<file path="config.mk">
export PLATFORM = sky130hd
export DESIGN_NAME = multi_ch_cail
export DESIGN_NICKNAME = d
export VERILOG_FILES = /design/src/rtl/multi_ch_cail.sv
export SDC_FILE = /design/constraint.sdc
export NUM_CORES = 2
export LEC_CHECK = 0
export ABC_AREA = 1
export BUFFER_PORTS_ARGS = -buffer_cell sky130_fd_sc_hd__buf_2
export CAP_MARGIN = 20
export CORE_MARGIN = 2
export CORE_UTILIZATION = 65
export CTS_CLUSTER_DIAMETER = 120
export DETAILED_ROUTE_END_ITERATION = 16
export PLACE_DENSITY = 0.91
export SETUP_SLACK_MARGIN = 0.5
export SLEW_MARGIN = 20
export SYNTH_ARGS = -nofsm -noshare
export SYNTH_HDL_FRONTEND = slang
export SYNTH_SLANG_ARGS = --single-unit
</file>
<file path="constraint.sdc">
create_clock -name clk -period 10.4 [get_ports clk]
set_input_delay 0.52 -clock clk [delete_from_list [all_inputs] [get_ports clk]]
set_output_delay 0.52 -clock clk [all_outputs]
set_load 0.02 [all_outputs]
</file>
<file path="src/rtl/multi_ch_cail.sv">
// Multi-channel gain/offset calibration: burst FSM, per-channel coefficient
// registers and a 3-stage add / multiply / shift-saturate datapath.
module multi_ch_cail #(
  parameter int CH_NUM = 8,
  parameter int DATA_W = 16,
  parameter int GAIN_W = 20,
  parameter int FRAC_W = 16,
  parameter int OUT_W  = 16
) (
  input  logic                     clk,
  input  logic                     rst_n,
  input  logic                     start,
  input  logic [15:0]              frame_len,
  input  logic                     abort,
  input  logic                     bypass,
  input  logic                     in_valid,
  input  logic signed [DATA_W-1:0] in_data,
  input  logic                     cfg_we,
  input  logic [3:0]               cfg_ch,
  input  logic signed [GAIN_W-1:0] cfg_gain,
  input  logic signed [DATA_W-1:0] cfg_offset,
  output logic                     out_valid,
  output logic signed [OUT_W-1:0]  out_data,
  output logic [3:0]               out_ch,
  output logic                     out_last,
  output logic                     busy,
  output logic                     done
);
  localparam int SUM_W  = DATA_W + 1;
  localparam int PROD_W = SUM_W + GAIN_W;
  localparam logic [3:0] LAST_CH = 4'(CH_NUM - 1);
  localparam logic signed [GAIN_W-1:0] GAIN_ONE = GAIN_W'(1) << FRAC_W;

  typedef enum logic [1:0] {IDLE, RUN, FLUSH, DONE} state_t;

  function automatic logic signed [OUT_W-1:0] sat_out(input logic signed [PROD_W-1:0] x);
    logic signed [PROD_W-1:0] hi;
    logic signed [PROD_W-1:0] lo;
    hi = {{(PROD_W-OUT_W+1){1'b0}}, {(OUT_W-1){1'b1}}};
    lo = ~hi;
    if (x > hi)      return hi[OUT_W-1:0];
    else if (x < lo) return lo[OUT_W-1:0];
    else             return x[OUT_W-1:0];
  endfunction

  state_t                    state_q;
  logic [3:0]                ch_q;
  logic [15:0]               frame_q;
  logic [15:0]               flen_q;
  // Sized to the full 4-bit channel space so cfg_ch/ch_q index without truncation.
  logic signed [GAIN_W-1:0]  gain_q   [16];
  logic signed [DATA_W-1:0]  offset_q [16];

  logic                      vld_p0, vld_p1, last_p0, last_p1;
  logic [3:0]                ch_p0, ch_p1;
  logic signed [SUM_W-1:0]   sum_p0;
  logic signed [GAIN_W-1:0]  gain_p0;
  logic signed [PROD_W-1:0]  prod_p1;

  logic accept, last_smp, keep_p1;

  assign accept   = (state_q == RUN) && in_valid && !abort;
  assign last_smp = (ch_q == LAST_CH) && (frame_q == flen_q - 16'd1);
  assign keep_p1  = vld_p1 && !abort;

  // Coefficient registers: a write lands at the edge, so a same-cycle sample sees the old value.
  always_ff @(posedge clk or negedge rst_n) begin
    if (!rst_n) begin
      for (int i = 0; i < 16; i++) begin
        gain_q[i]   <= GAIN_ONE;
        offset_q[i] <= '0;
      end
    end else if (cfg_we && (int'(cfg_ch) < CH_NUM)) begin
      gain_q[cfg_ch]   <= cfg_gain;
      offset_q[cfg_ch] <= cfg_offset;
    end
  end

  // FSM, counters, pipeline valids and registered outputs.
  always_ff @(posedge clk or negedge rst_n) begin
    if (!rst_n) begin
      state_q   <= IDLE;
      ch_q      <= '0;
      frame_q   <= '0;
      flen_q    <= '0;
      busy      <= 1'b0;
      done      <= 1'b0;
      vld_p0    <= 1'b0;
      vld_p1    <= 1'b0;
      last_p0   <= 1'b0;
      last_p1   <= 1'b0;
      ch_p0     <= '0;
      ch_p1     <= '0;
      out_valid <= 1'b0;
      out_data  <= '0;
      out_ch    <= '0;
      out_last  <= 1'b0;
    end else begin
      if (abort) begin
        state_q <= IDLE;
        busy    <= 1'b0;
        done    <= 1'b0;
      end else begin
        case (state_q)
          IDLE: if (start) begin
            if (frame_len == 16'd0) begin
              state_q <= DONE;
              done    <= 1'b1;
            end else begin
              state_q <= RUN;
              busy    <= 1'b1;
              ch_q    <= '0;
              frame_q <= '0;
              flen_q  <= frame_len;
            end
          end
          RUN: if (accept) begin
            if (last_smp) state_q <= FLUSH;
            if (ch_q == LAST_CH) begin
              ch_q    <= '0;
              frame_q <= frame_q + 16'd1;
            end else begin
              ch_q <= ch_q + 4'd1;
            end
          end
          FLUSH: if (!vld_p0 && !vld_p1) begin
            state_q <= DONE;
            busy    <= 1'b0;
            done    <= 1'b1;
          end
          default: begin
            state_q <= IDLE;
            done    <= 1'b0;
          end
        endcase
      end

      // stage p0: sample accepted
      vld_p0  <= accept;
      ch_p0   <= ch_q;
      last_p0 <= accept && last_smp;
      // stage p1: multiply
      vld_p1  <= vld_p0 && !abort;
      ch_p1   <= ch_p0;
      last_p1 <= last_p0;
      // stage p2: shift/saturate into output registers
      out_valid <= keep_p1;
      out_ch    <= keep_p1 ? ch_p1 : '0;
      out_last  <= keep_p1 && last_p1;
      out_data  <= keep_p1 ? sat_out(prod_p1 >>> FRAC_W) : '0;
    end
  end

  // Datapath registers; bypass runs the raw sample through the multiplier at unity gain.
  always_ff @(posedge clk) begin
    if (accept) begin
      if (bypass) begin
        sum_p0  <= {in_data[DATA_W-1], in_data};
        gain_p0 <= GAIN_ONE;
      end else begin
        sum_p0  <= {in_data[DATA_W-1], in_data} + {offset_q[ch_q][DATA_W-1], offset_q[ch_q]};
        gain_p0 <= gain_q[ch_q];
      end
    end
    prod_p1 <= PROD_W'(sum_p0) * PROD_W'(gain_p0);
  end
endmodule

</file>
# Word level (Yosys, flattened, before mapping)
# Cells that the tools add are included.
# op_classes
add_sub_neg	4
mul	1
order_cmp	6
eq_ne	15
muxes	44
n_bitwise	4
n_reduce_logical	23
# op_table
operator	n
bitwise mux 320 bit	1
bitwise mux 256 bit	1
two-way mux 16 bit	10
binary-select mux 20 bit (select 4 bit)	1
demux 20 bit (select 4 bit)	1
binary-select mux 16 bit (select 4 bit)	1
demux 16 bit (select 4 bit)	1
two-way mux 20 bit	3
multiplier 17 x 20 -> 37 bit	1
case mux 16 bit (2 select lines)	1
greater-than comparator 21 x 16 -> 1 bit (second input constant)	1
< comparator 21 x 16 -> 1 bit (second input constant)	1
two-way mux 4 bit	5
inequality test 3 bit (second input constant)	6
adder 16 x 16 -> 17 bit	1
two-way mux 17 bit	1
adder 16 x 1 -> 16 bit (second input constant)	1
== test 16 bit	1
zero test 16 bit	1
AND reduction 4 bit	4
subtractor 16 x 1 -> 16 bit (second input constant)	1
two-way mux 2 bit	6
greater-or-equal comparator 5 bit (second input constant)	2
logical AND 1 bit	10
other kinds (21)	35
# totals
register_bits	724
in_bits	79
output_inout_bits	24
word_cells	148

# Longest topological paths before layout
# logic_depth
ltp_word	7
ltp_mapped	26

# Least setup slack after synthesis
# OpenSTA, ideal clock, no wires.
# synth_path
path_type	register to register
from	reg gain_p0[19]
to	reg prod_p1[36]
arrival_time_ns	5.456
required_time_ns	10.288
path_slack_ns	4.831
path_stages_with_launch	22
path_cell_list	edfxtp_1 > clkbuf_1 > clkbuf_1 > nand2_1 > inv_1 > fa_1 > fa_1 > fa_1 > fa_1 > fa_1 > inv_1 > fa_1 > inv_1 > ha_1 > a21oi_1 > inv_1 > a31oi_1 > o21ai_0 > a31oi_1 > nand2_1 > nand2_1 > nand2_1
# synth_via
elab_chain_cells	1
# synth_rtl
element	line_no	text
start, declared	57	logic signed [GAIN_W-1:0] gain_p0;
start signal, assigned	162	gain_p0 <= gain_q[ch_q];
multiplier 17 x 20 -> 37 bit	165	prod_p1 <= PROD_W'(sum_p0) * PROD_W'(gain_p0);
end signal, assigned	165	
end, declared	58	logic signed [PROD_W-1:0] prod_p1;
# Every way passes these cells.
# A chain may end at the register's enable or synchronous reset.

# Worst setup path after layout
# layout_path
from	reg sum_p0[2]
to	reg prod_p1[36]
# layout_via
elab_chain_cells	1
# layout_rtl
element	line_no	text
start, declared	56	logic signed [SUM_W-1:0] sum_p0;
start signal, assigned	158	sum_p0 <= {in_data[DATA_W-1], in_data};
start signal, assigned	161	sum_p0 <= {in_data[DATA_W-1], in_data} + {offset_q[ch_q][DATA_W-1], offset_q[ch_q]};
multiplier 17 x 20 -> 37 bit	165	
# Every way passes these cells.

==> results.ini <==
[clock_network]
clockBufferDepth=3
cts_root_buffer=clkbuf_16
clock_sinks=708
post_cts_buffers=0
clk-insertion-delay-late_ps=650
cts-htree-levels=3
ctsResizeCount=0
numCtsBuffers=70
hold_buffers=1
clk_pin_slew_ps=60
cts_tree=done

[logic_synthesis]
synth_xor_area_share_pct=0.796
ys_seq_elements=708
yosysSeqAreaShare_pct=42.0
synth_top_cell_area_share_pct=37.4
synthCells=4862
ys_top_cells_by_count=nand2_1, inv_1, dfrtp_1
synth-edff-count=37
synth_area_per_cell_um2=8.73
yosys.area_share.simple_pct=13.8
yosysWarningCount=0
synth_area_leaders=dfrtp_1, fa_1, nand2_1
yosys.area.top_type=dfrtp_1
yosysMostFrequentCell=nand2_1
synth_compound_area_share_pct=13.0
syn_nets=5392
synth.distinct_cells=58
synth_fa_ha_area_share_pct=19.3
muxShareOfSynthArea_pct=0.106
synth_top_family_by_area=adder cells
async_flop_share_pct=91.8
yosys_most_used_dff=dfrtp_1
syn_area_um2=42500

[run]
cap_violations=0

[die]
die_h_um=260
ioPinCount=103
start_util_pct=65.9
die-area_um2=67400
core_um2=64500
die_w_um=260
num_rows=93

[final_layout]
area_delta_synth_final_pct=5.28
fillers=4335
drive_above_1_share_pct=6.83
fin_nets=5043
area.sequential_um2=17800
fin_util_pct=69.3
multiInputGateArea_um2=20000

[global_route]
antenna_found_initial=2
grt_start_max_net_pins=247
track_usage_pct=32.0
grt_pass1_wl_um=172000
grt_overflow=0
first_global_vias=33940

[sta]
clock_skew_ps=35.6
period_share_pct=60.6
hold_violations=0
relSlewSlack_pct=29.4
tns_ps=0
worst_slew_pin_slew_ps=1060
finalSetupViolCount=0
rsz0062_at_grt=no
timing.final.max_slew_violations=0
fmax_ghz=0.159
min_period_ps=6300

[setup_path]
reg2reg_setup_slack_ps=4100
startpoint_type=register
end_kind=register
crit_type=reg2reg
rr_endpoint=prod_p1[36]
r2r-start=sum_p0[2]
cp_max_fo=20
required_ps=10930
reg2reg_depth=19
worst_ep_arrival_time_ps=6830

[placed_design]
gp_congestion=0.938
port_buffers=102
dp_hpwl_um=66000

[routing]
ant_nets=0
drtPass1Iterations=6
routedWlPerCell_um=19.1
wl_um=104000
drc=0
num_vias=32285
first_iter_violations=3885
viasPerCell=5.95

[min_path]
hold_end=flen_q[7]
hold_path_startpoint=frame_len[7]
hold_class=in2reg
holdPathStages=3

[outcome]
status=finished, final reports clean

cell usage in the layout, fill, tap and decap left out, types with 5 or more instances in the layout:
cell type / instances
nor3_2: 5
edfxtp_1: 37
clkbuf_1: 13
o21bai_1: 7
o22ai_1: 34
o21a_1: 6
nor2_1: 409
dfstp_2: 16
nand3_1: 100
inv_1: 671
a21oi_1: 93
clkinv_2: 9
ha_1: 110
o211ai_1: 34
clkbuf_8: 17
nand4_1: 11
inv_2: 5
dfxtp_1: 21
nand2_2: 5
dfrtp_1: 630
fa_1: 341
o31ai_1: 6
o21ai_0: 632
a31oi_1: 6
or2_2: 7
buf_4: 20
o21ai_1: 11
bufinv_16: 7
nor3_1: 14
a21o_1: 8
nand2_1: 897
xor2_1: 25
clkbuf_16: 71
buf_2: 101
o221ai_1: 111
xnor2_1: 11
kinds of logic (layout without fill, tap and decap cells):
group | after synthesis | in the layout
adder cells (fa/ha/maj) | 451 | 451
AO/OA/AOI/OAI | 961 | 961
other | 0 | 2
XOR/XNOR | 37 | 37
AND/OR/NAND/NOR | 1472 | 1472
flip-flops | 708 | 708
buffers and inverters | 1229 | 938
multiplexers | 4 | 4
worst max path at each step:
stage,start,end,slack (ps),cells after the start
3_5_place_dp,sum_p0[2],prod_p1[36],4170,19
2_1_floorplan,gain_p0[19],prod_p1[36],4830,21
6_report,sum_p0[2],prod_p1[36],4100,19
3_3_place_gp,sum_p0[2],prod_p1[36],4290,19
5_1_grt,sum_p0[2],prod_p1[36],3790,19
4_1_cts,sum_p0[2],prod_p1[36],4160,19
through the flow:
step / instances / cell area [um2] / hold slack, ps / setup WS [ps]
6_report: 5428 / 44700 / 113 / 4100
4_1_cts: 5426 / 44700 / 86.1 / 4160
5_1_grt: 5426 / 44700 / 115 / 3790
3_3_place_gp: 5295 / 42200 / 333 / 4290
2_1_floorplan: 4862 / 42500 / 224 / 4830
3_5_place_dp: 5295 / 42200 / 335 / 4170
critical path: stages, from the launching register on:
cell and delay, ps:
edfxtp_1 840, nand2_1 220, inv_1 160, fa_1 550
fa_1 890, fa_1 520, fa_1 500, fa_1 490
inv_1 50, fa_1 470, inv_1 40, ha_1 340
a21oi_1 210, inv_1 60, a31oi_1 230, o21ai_0 180
a31oi_1 220, nand2_1 80, nand2_1 60, nand2_1 50
cell type report:
cell class | count | area share [%]
multi-input cells | 2925 | 44.7
flip-flops and latches | 708 | 39.9
inverters | 681 | 5.75
clock buffers | 101 | 4.61
well taps | 855 | 2.39
repair buffers | 127 | 1.66
clock inverters | 29 | 0.977
diodes | 2 | 0.0112
state kept, by name, summed over array words and instances (netlist names), 16 cells and up:
| register | count |
|---|---|
| gain_q | 320 |
| offset_q | 256 |
| prod_p1 | 21 |
| gain_p0 | 20 |
| sum_p0 | 17 |
| flen_q | 16 |
| frame_q | 16 |
| out_data | 16 |
metal layers:
layer  track usage [%]  wire length [um]  share of wire (%)
met1              41.6             40000                 39
met2              52.0             49500                 48
met3              7.15             10100                9.7
met4              14.2              4010                3.9
met5                 0                23              0.022
Power is left out: the tool's default activity adds up to more than one toggle a clock period on the data nets, which glitch-free logic cannot reach.
